$ cat src/rtl/tuss_spi_slave.sv
// SPI responder shadowing the ultrasonic driver's 16-bit configuration interface.
// sclk/nss/mosi are oversampled in the gclk domain; registers live at ADDR_BASE..ADDR_BASE+NREG-1.
module tuss_spi_slave #(
  parameter logic [5:0] ADDR_BASE   = 6'h10,
  parameter int         NREG        = 16,
  parameter int         PARITY_EN   = 0,
  parameter int         SYNC_STAGES = 2
) (
  input  logic                gclk,
  input  logic                rst,
  input  logic                sclk,
  input  logic                nss,
  input  logic                mosi,
  output logic                miso,
  output logic                miso_oe,
  output logic                cfg_wr,
  output logic [5:0]          cfg_addr,
  output logic [7:0]          cfg_data,
  output logic                frame_done,
  output logic [2:0]          frame_status,
  output logic [8*NREG-1:0]   cfg_regs
);

  localparam int IW = (NREG > 1) ? $clog2(NREG) : 1;

  typedef enum logic [1:0] {IDLE, SHIFT, DONE} state_t;

  state_t                 state;
  logic [SYNC_STAGES-1:0] sclk_sync, nss_sync, mosi_sync;
  logic                   sclk_d, nss_d;
  logic                   sclk_s, nss_s, mosi_s;
  logic                   sclk_fall, nss_rise;
  logic [15:0]            rx, tx, rx_next;
  logic [4:0]             cnt;
  logic [7:0]             regs [NREG];
  logic [7:0]             rd_data;
  logic [5:0]             rx_addr;
  logic                   cnt_err, par_err, addr_err;

  function automatic logic in_range(input logic [5:0] a);
    return ({1'b0, a} >= {1'b0, ADDR_BASE}) &&
           ({1'b0, a} <  ({1'b0, ADDR_BASE} + 7'(NREG)));
  endfunction

  assign sclk_s    = sclk_sync[SYNC_STAGES-1];
  assign nss_s     = nss_sync[SYNC_STAGES-1];
  assign mosi_s    = mosi_sync[SYNC_STAGES-1];
  assign sclk_fall = sclk_d & ~sclk_s;
  assign nss_rise  = ~nss_d & nss_s;

  // The top transmit bit is the miso pin, so miso is a flop output.
  assign miso      = tx[15];

  assign rx_next   = {rx[14:0], mosi_s};
  assign rx_addr   = rx[14:9];
  assign cnt_err   = (cnt != 5'd16);
  assign par_err   = (PARITY_EN != 0) && !(^rx);
  assign addr_err  = !in_range(rx_addr);

  // Read data for the byte that follows the status byte; address is rx_next[6:1] after 8 bits.
  always_comb begin
    rd_data = 8'h00;
    if (in_range(rx_next[6:1]))
      rd_data = regs[IW'(rx_next[6:1] - ADDR_BASE)];
  end

  for (genvar g = 0; g < NREG; g++) begin : g_flat
    assign cfg_regs[8*g +: 8] = regs[g];
  end

  always_ff @(posedge gclk or posedge rst) begin
    if (rst) begin
      sclk_sync <= '0;
      nss_sync  <= '1;
      mosi_sync <= '0;
      sclk_d    <= 1'b0;
      nss_d     <= 1'b1;
    end else begin
      sclk_sync <= SYNC_STAGES'({sclk_sync, sclk});
      nss_sync  <= SYNC_STAGES'({nss_sync, nss});
      mosi_sync <= SYNC_STAGES'({mosi_sync, mosi});
      sclk_d    <= sclk_s;
      nss_d     <= nss_s;
    end
  end

  always_ff @(posedge gclk or posedge rst) begin
    if (rst) begin
      state        <= IDLE;
      rx           <= '0;
      tx           <= '0;
      cnt          <= '0;
      miso_oe      <= 1'b0;
      cfg_wr       <= 1'b0;
      cfg_addr     <= '0;
      cfg_data     <= '0;
      frame_done   <= 1'b0;
      frame_status <= '0;
      // NOTE: the register file is a flop array with a defined reset, not a RAM, so every entry is cleared here.
      for (int i = 0; i < NREG; i++) regs[i] <= '0;
    end else begin
      // NOTE: pulse outputs default low every cycle and are raised only in the cycle that fires them.
      cfg_wr     <= 1'b0;
      frame_done <= 1'b0;
      case (state)
        IDLE: begin
          // Level test so a select that went low during DONE still starts a frame.
          if (!nss_s) begin
            state   <= SHIFT;
            cnt     <= '0;
            rx      <= '0;
            tx      <= {5'b0, frame_status, 8'h00};
            miso_oe <= 1'b1;
          end
        end
        SHIFT: begin
          if (nss_rise) begin
            state   <= DONE;
            miso_oe <= 1'b0;
            tx      <= '0;
          end else if (sclk_fall) begin
            rx <= rx_next;
            if (cnt != 5'd17) cnt <= cnt + 5'd1;
            if (cnt == 5'd7) tx <= {rd_data, 8'h00};
            else             tx <= {tx[14:0], 1'b0};
          end
        end
        DONE: begin
          state        <= IDLE;
          frame_done   <= 1'b1;
          frame_status <= {cnt_err, par_err, addr_err};
          if (!(cnt_err || par_err || addr_err) && rx[15]) begin
            regs[IW'(rx_addr - ADDR_BASE)] <= rx[7:0];
            cfg_wr   <= 1'b1;
            cfg_addr <= rx_addr;
            cfg_data <= rx[7:0];
          end
        end
        default: state <= IDLE;
      endcase
    end
  end

endmodule

$ cat config.mk
export PLATFORM = sky130hd
export DESIGN_NAME = tuss_spi_slave
export DESIGN_NICKNAME = d
export VERILOG_FILES = /design/src/rtl/tuss_spi_slave.sv
export SDC_FILE = /design/constraint.sdc
export NUM_CORES = 1
export LEC_CHECK = 0
export ABC_AREA = 1
export CAP_MARGIN = 30
export CORE_MARGIN = 2
export CORE_UTILIZATION = 48
export CTS_BUF_LIST = sky130_fd_sc_hd__clkbuf_16
export DETAILED_ROUTE_END_ITERATION = 7
export PLACE_DENSITY = 0.81
export SYNTH_ARGS = -nofsm -noshare
export SYNTH_HDL_FRONTEND = slang
export SYNTH_SLANG_ARGS = --single-unit
$ cat constraint.sdc
create_clock -name gclk -period 5.05 [get_ports gclk]
set_input_delay 0.505 -clock gclk [delete_from_list [all_inputs] [get_ports gclk]]
set_output_delay 0.505 -clock gclk [all_outputs]
set_load 0.01 [all_outputs]
Word-level counts from Yosys, hierarchy flattened
Index checks and enable logic that the tools add are counted.
{ "classes": {"n_eq_ne": 11, "n_lt_le_gt_ge": 7, "n_reduce_logical": 15, "bitwise_logic": 6, "n_addsub": 3, "mux": 30} }
{ "op_table": {"columns": ["cell", "count"], "rows": [
  ["bitwise mux 128 bit", 1],
  ["2-to-1 mux 16 bit", 7],
  ["one-hot mux 16 bit (2 select lines)", 2],
  ["binary-select mux 8 bit (select 4 bit)", 1],
  ["demux 8 bit (select 4 bit)", 1],
  ["2-to-1 mux 8 bit", 4],
  ["2-to-1 mux 5 bit", 4],
  [">= comparator 6 x 5 -> 1 bit (second input constant)", 2],
  ["less-than comparator 6 bit (second input constant)", 2],
  [">= comparator 5 bit (second input constant)", 2],
  ["inequality test 2 bit (second input constant)", 5],
  ["inequality test 5 bit (second input constant)", 2],
  ["NOT 4 -> 5 bit", 2],
  ["one-hot mux 5 bit (2 select lines)", 1],
  ["subtractor 4 x 1 -> 4 bit (second input constant)", 2],
  ["AND reduction 3 bit", 2],
  ["adder 5 x 1 -> 5 bit (second input constant)", 1],
  ["== test 5 x 3 -> 1 bit (second input constant)", 1],
  ["less-than comparator 5 x 1 -> 1 bit (second input constant)", 1],
  ["2-to-1 mux 1 bit", 5],
  ["AND reduction 5 bit", 1],
  ["logical AND 1 bit", 4],
  ["2-to-1 mux 2 bit", 2],
  ["one-hot mux 2 bit (2 select lines)", 1],
  ["12 further kinds", 16]
]} }
{ "word_totals": {"register_bits": 194, "output_inout_bits": 149, "inputBits": 5, "word_cells": 103} }

Depth between registers and ports, before layout
Gate-level depths: netlist of run 1.
{ "logic_depth": {"ltp_word": 10, "mapped_depth": 13, "depth_no_buf": 11} }

Worst setup path before layout of run 1
OpenSTA, ideal clock, no wires.
{ "synth_path": {"path_kind": "register -> register", "startpoint": "reg cnt[0]", "endpoint": "reg regs, in the netlist cfg_regs[24]", "t_required_ns": 4.917, "setup_ns": 0.133, "arrival_ns": 1.497, "synth_period_minus_slack_ns": 1.630, "stages_incl_launch_ff": 9, "slack_ns": 3.420, "cell_sequence": "dfrtp_1 inv_1 ha_1 nand4_4 nor3_4 nand2_1 buf_6 nand2_1 o21ai_0"} }
{ "synth_between": {"elab_chain_cells": 5} }
{ "synth_lines": {"columns": ["item", "line_no", "text"], "rows": [
  ["start, declared", "34", "logic [4:0] cnt;"],
  ["start signal, assigned", "123", "if (cnt != 5'd17) cnt <= cnt + 5'd1;"],
  ["inequality test 5 bit", "56", "assign cnt_err = (cnt != 5'd16);"],
  ["logical OR 1 bit", "132", "if (!(cnt_err || par_err || addr_err) && rx[15]) begin"],
  ["zero test 1 bit", "132", null],
  ["logical AND 1 bit", "132", null],
  ["AND reduction 2 bit (no line)", null, null],
  ["end signal, assigned by index", "133", "regs[IW'(rx_addr - ADDR_BASE)] <= rx[7:0];"],
  ["end, declared", "35", "logic [7:0] regs [NREG];"]
]} }
No other way between the ends.
A chain may end at the register's enable or synchronous reset.

Worst setup path in the final report of run 1
{ "layout_path": {"startpoint": "reg cnt[0]", "endpoint": "reg regs, in the netlist cfg_regs[39]"} }
The elaborated chain is that of the path after synthesis.

==> results of run 1 <==
==> routing by layer <==
metal	track usage, %	wire, um
met2	41.9	11400
met1	38.0	10500
met5	0	0
met4	10.0	660
met3	5.33	2250
==> state kept, by name, summed over array words and instances (netlist names), 2 cells and up <==
register,cells
sclk_sync,2
frame_status,2
state,2
cfg_addr,6
cfg_data,8
mosi_sync,2
rx,16
cfg_regs,128
cnt,5
nss_sync,2
tx,8
==> cell usage after synthesis (4+ instances only) <==
cell      count
nand2_1     356
dfrtp_1     183
o21ai_0     159
inv_1       116
nand3_1     102
clkbuf_1     35
nor2_1       25
buf_2        12
buf_6        10
o211ai_1      8
a21oi_1       6
nand3_4       5
o21ai_1       5
nor3_1        4
==> stage by stage <==
| step | utilization, % | setup slack, ns |
|---|---|---|
| floorplan | - | 2.15 |
| global placement | 58.1 | 2.73 |
| detailed placement | 58.5 | 2.62 |
| CTS | 61.8 | 2.59 |
| global route | 61.8 | 2.34 |
| finish | 61.8 | 2.58 |
==> layout by cell type (no fill, tap or decap), types with 3 or more instances in the layout <==
cell / n
a21oi_1: 6
buf_4: 5
bufinv_16: 3
clkbuf_16: 17
clkdlybuf4s50_1: 152
clkinv_1: 3
clkinv_2: 3
clkinvlp_4: 4
dfrtp_1: 182
dfstp_2: 3
ha_1: 3
inv_1: 115
nand2_1: 356
nand3_1: 102
nand3_4: 5
nand4_1: 3
nor2_1: 25
nor3_1: 4
nor3_4: 3
o211ai_1: 8
o21ai_0: 158
o21ai_1: 6
==> kinds of logic after synthesis <==
logic type	count (synthesis)	share of synthesized area (%)
other	1	0.0437
AOI/OAI and AO/OA	183	11.1
and+or+nand+nor	504	25.3
DFF	186	54.3
adders and majority gates	3	0.437
buffers and inverters	179	8.92
==> power breakdown <==
| group | switching (mW) | internal (mW) |
|---|---|---|
| logic | 0.729 | 0.295 |
| registers | 0.0598 | 1.54 |
| clock network | 0.579 | 0.769 |
| total | 1.37 | 2.61 |
==> layout make-up <==
cell class	count	area [sq um]	share of cell area [%]
clock buffer	17	425	3.95
clock inverter	14	156	1.45
multi-input combinational	691	3160	29.3
inverter	118	447	4.15
tap	225	282	2.61
timing repair buffer	161	1640	15.2
sequential	186	4660	43.3
==> worst reg2reg max path, stage by stage (launching register included) <==
cell	delay (ns)
dfrtp_1	0.42
inv_1	0.12
ha_1	0.25
nand4_4	0.34
inv_2	0.41
nand3_1	0.48
nand2_1	0.21
o21ai_0	0.11
==> how the worst min path moves through the flow <==
stage / startpoint / to / slack (ns) / depth (start not counted)
after CTS: mosi_sync[0] / mosi_sync[1] / 0.35 / 0
after global placement: mosi_sync[0] / mosi_sync[1] / 0.33 / 0
after global routing: mosi_sync[0] / mosi_sync[1] / 0.36 / 0
after detailed placement: mosi_sync[0] / mosi_sync[1] / 0.34 / 0
final: mosi_sync[0] / mosi_sync[1] / 0.35 / 0
after floorplan: mosi_sync[0] / mosi_sync[1] / 0.33 / 0
==> out/qor.yml, run 1 <==
finish:
  fillers: 1464
  final_cells: 1412
  diodes: 0
  drive_gt1_share_pct: 4.80
  area_growth_pct: 25.5
  fin_area_sq_um: 10800
  fin_nets: 1183
logic_synthesis:
  netlist_instances: 1056
  yosys.area.top_type: "dfrtp_1"
  synth_area_sq_um: 8580
  ys_seq_area_share_pct: 54.3
  synthTopCellsByArea: "dfrtp_1 (53%), nand2_1 (16%), o21ai_0 (9.3%)"
  ys_warn_count: 0
  synth_edf_count: 0
  syn_area_per_cell_sq_um: 8.13
  yosys.area.top_type_share_pct: 53.3
  ys_ff_latch: 186
  synthFlopType: "dfrtp_1"
  synth.distinct_cells: 32
  async_reset_ff_share_pct: 100
  syn_nets: 1064
drt:
  wl_per_cell_um: 17.6
  wirelength_mm: 24.8
  first_pass_iters: 6
  drc: 0
  vias: 7718
  drtIter0Drc: 949
  ant_nets: 0
  viasPerCell: 5.47
critical_path:
  critPathLaunch: "cnt[0]"
  crit_arrival_ns: 2.76
  path_buf_inv: 2
  r2r-start: "cnt[0]"
  rrSetupSlack_ns: 2.58
  start_kind: "flop"
  crit_slowest_cell: "nand3_1"
  worst_r2r_endpoint: "cfg_regs[39]"
  r2r.worst_path.cells: 7
  critical_path_class: "flop to flop"
  cp.required_ns: 5.34
  cpPeakStageDelay_ns: 0.47
  path_depth: 7
  crit_chain: "inv_1 > ha_1 > nand4_4 > inv_2 > nand3_1 > nand2_1 > o21ai_0"
  crit_end: "cfg_regs[39]"
  critical-path-top-delay-family: "simple AND/OR/NAND/NOR gates"
  end_kind: "flop"
  critical_path.max_fanout: 25
pwr:
  leakagePower_nw: 4.76
  p_per_area_nw_per_um2: 369
  vdd_drop_max_uv: 248
  power_mw: 3.98
floorplan:
  die_h_um: 138
  rows: 48
  die_area_sq_um: 19000
  core_area_sq_um: 17400
  initial_core_util_pct: 49.3
  die_w_um: 138
  num_io_pins: 154
timing:
  tightest_slew_ns: 1.04
  rsz0062_at_grt: "false"
  relSlewSlack_pct: 30.6
  fin_crit_ns: 2.47
  hold_viol_final: 0
  drv_slew: 0
  timing.setup.tns_ns: 0
  fmax_ghz: 0.404
  fin_skew_ns: 0.00769
  hold_slack_ns: 0.350
  final-setup-viol-count: 0
  min_period_over_period_pct: 49.0
place:
  post-dp-hpwl_mm: 16.4
  dpl_cell_area_sq_um: 10200
  io_buffers: 152
  gp_congestion: 0.891
  place_inst: 1381
job:
  drv_cap: 0
clock_tree:
  postCtsSetupBuffers: 0
  cts_buffers: 17
  clk_pin_slew_ns: 0.07
  clk_root_buffer_cell: "clkbuf_16"
  cts_resized: 0
  clkLatencyLatePin_ns: 0.44
  cts_tree: "yes"
  ctsHoldBuffers: 0
  cts_max_level: 4
  cts_max_path_buffers: 2
  numClockSinks: 186
grt:
  grtUsageTotal_pct: 27.1
  antenna_found_initial: 0
  grt_start_max_net_pins: 187
  grt_pass1_vias: 7069
  grt_overflow_total: 0
  grt_pass1_wl_mm: 38.7
hold_path:
  hold_class: "flop to flop"
status:
  status: "complete, no violations"
(Power assumes the default switching activity.)
==> run 2: changes to the inputs <==
Settings changed: CORE_UTILIZATION 48 to 50.
Clock period 5.05 ns to 2.4 ns, I/O delays scaled along.
==> out/qor.yml, run 2 (synthesized netlist as in run 1, its figures left out) <==
status:
  status: "complete, no violations"
timing:
  drv_slew: 0  # unchanged
  hold_slack_ns: 0.0899  # -0.260 ns
  min_period_over_period_pct: 90.7  # +42 points
  relSlewSlack_pct: 40.6  # +10 points
  hold_viol_final: 0  # unchanged
  final-setup-viol-count: 0  # unchanged
  tightest_slew_ns: 0.891  # -0.151 ns
  setup_slack_ns: 0.223  # -2.35 ns
  fin_crit_ns: 2.18  # -0.297 ns
  rsz0062_at_grt: "false"
  fin_skew_ns: 0.0101  # +0.00240 ns
  fmax_ghz: 0.459  # +14%
critical_path:
  cpPeakStageDelay_ns: 0.51  # +0.04 ns
  start_kind: "flop"
  cp.required_ns: 2.69  # -2.65 ns
  worst_r2r_endpoint: "cfg_regs[76]"
  critical_path.max_fanout: 16  # -36%
  critical-path-top-delay-family: "simple AND/OR/NAND/NOR gates"
  r2r.worst_path.cells: 6  # -1
  end_kind: "flop"
  crit_arrival_ns: 2.47  # -0.29 ns
  critical_path_class: "flop to flop"
  critPathLaunch: "cnt[2]"
  path_buf_inv: 0  # -2
  rrSetupSlack_ns: 0.22  # -2.35 ns
  r2r-start: "cnt[2]"
  crit_chain: "nor3_4 > nand2_1 > nor3_1 > nand4_1 > nand2_1 > o21ai_0"
  crit_slowest_cell: "nand4_1"
  path_common_cell: "nand2_1"
clock_tree:
  clk_root_buffer_cell: "clkbuf_16"
  postCtsSetupBuffers: 0  # unchanged
  clk_pin_slew_ns: 0.07  # about the same
  ctsHoldBuffers: 0  # unchanged
  cts_tree: "yes"
  numClockSinks: 186  # unchanged
  cts_max_level: 4  # unchanged
  cts_max_path_buffers: 2  # unchanged
  clkLatencyLatePin_ns: 0.44  # about the same
  cts_resized: 0  # unchanged
  cts_buffers: 17  # unchanged
grt:
  grtUsageTotal_pct: 28.1  # +1.0 points
  met1_usage_pct: 38.8  # +0.80 points
  gr-usage-met3_pct: 7.06  # +1.7 points
  grt_start_max_net_pins: 78  # -58%
  busiest_layer: "met2"
  grt_overflow_total: 0  # unchanged
  grt_pass1_wl_mm: 39.2  # +1.2%
  grt_use_met2_pct: 44.5  # +2.6 points
  antenna_found_initial: 0  # unchanged
  grt_pass1_vias: 7163  # +1.3%
drt:
  wl_per_cell_um: 17.5  # -0.53%
  viasPerCell: 5.43  # -0.57%
  vias: 7723  # +0.065%
  first_pass_iters: 7  # +1
  wirelength_mm: 24.8  # +0.10%
  drc: 0  # unchanged
  drtIter0Drc: 977  # +3.0%
  ant_nets: 0  # unchanged
pwr:
  leakagePower_nw: 4.80  # +0.86%
  power_mw: 8.38  # +110%
  p_per_area_nw_per_um2: 772  # +110%
  vdd_drop_max_uv: 587  # +140%
finish:
  fin_nets: 1196  # +1.1%
  mostFrequentLayoutCell: "nand2_1"
  area_growth_pct: 26.5
  drive_gt1_share_pct: 6.08  # +1.3 points
  fin_area_sq_um: 10900  # +0.78%
  layout_common_cells: "nand2_1 (356), dfrtp_1 (182), o21ai_0 (158)"
  post-route-util_pct: 65.0  # +3.2 points
  largest_reg_flops: 128  # unchanged
  diodes: 0  # unchanged
floorplan:
  die_area_sq_um: 18200  # -3.9%
  die_w_um: 135  # -2.0%
  core_area_sq_um: 16700  # -4.1%
  rows: 47  # -2.1%
  initial_core_util_pct: 51.4  # +2.1 points
  die_h_um: 135  # -2.0%
  num_io_pins: 154  # unchanged
place:
  io_buffers: 152  # unchanged
  dpl_cell_area_sq_um: 10300  # +0.87%
  dpl_worst_slack_ns: 0.301  # -2.32 ns
  post-dp-hpwl_mm: 16.8  # +2.4%
  gp_congestion: 0.861  # -3.4%
hold_path:
  hold_class: "input pin to asynchronous set/reset pin"
job:
  drv_cap: 0  # unchanged
==> run 2: report_power, final <==
| group | internal, mW | switching, mW |
|---|---|---|
| registers | 3.25 | 0.0949 |
| logic | 0.680 | 1.58 |
| clock network | 1.53 | 1.25 |
| total | 5.46 | 2.92 |
==> run 2: worst max path at each step <==
stage / to / slack, ns / depth (start not counted)
final: cfg_regs[76] / 0.22 / 6
after global routing: cfg_regs[76] / 0.02 / 6
after CTS: cfg_regs[76] / 0.27 / 6
after detailed placement: cfg_regs[71] / 0.30 / 5
after global placement: cfg_regs[39] / 0.44 / 6
after floorplan: cfg_addr[0] / -0.23 / 1
==> run 2: area by class of cell <==
cell class | instances | area (sq um)
fillers | 1408 | 5850
inverters | 118 | 447
multi-input cells | 691 | 3160
clock buffers | 17 | 425
well taps | 220 | 275
flip-flops and latches | 186 | 4660
repair buffers | 174 | 1740
clock inverters | 15 | 151
==> run 2: worst reg2reg max path, delay by kind of cell (launching register included) <==
| kind | cells | cell delay (ns) |
|---|---|---|
| AO/OA/AOI/OAI | 1 | 0.14 |
| AND/OR/NAND/NOR | 5 | 1.44 |
| flip-flops | 1 | 0.45 |
==> run 2: layer usage <==
| layer | up-vias | wire length [um] |
|---|---|---|
| li1 | 3618 | - |
| met1 | 3649 | 10100 |
| met2 | 412 | 11700 |
| met3 | 44 | 2520 |
| met4 | 0 | 559 |
| met5 | - | 0 |
==> run 2: metrics by stage <==
stage,setup TNS [ns],cells
after floorplan,-42.10,1056
after global placement,0,1389
after detailed placement,0,1389
after global routing,0,1421
after CTS,0,1421
final,0,1421
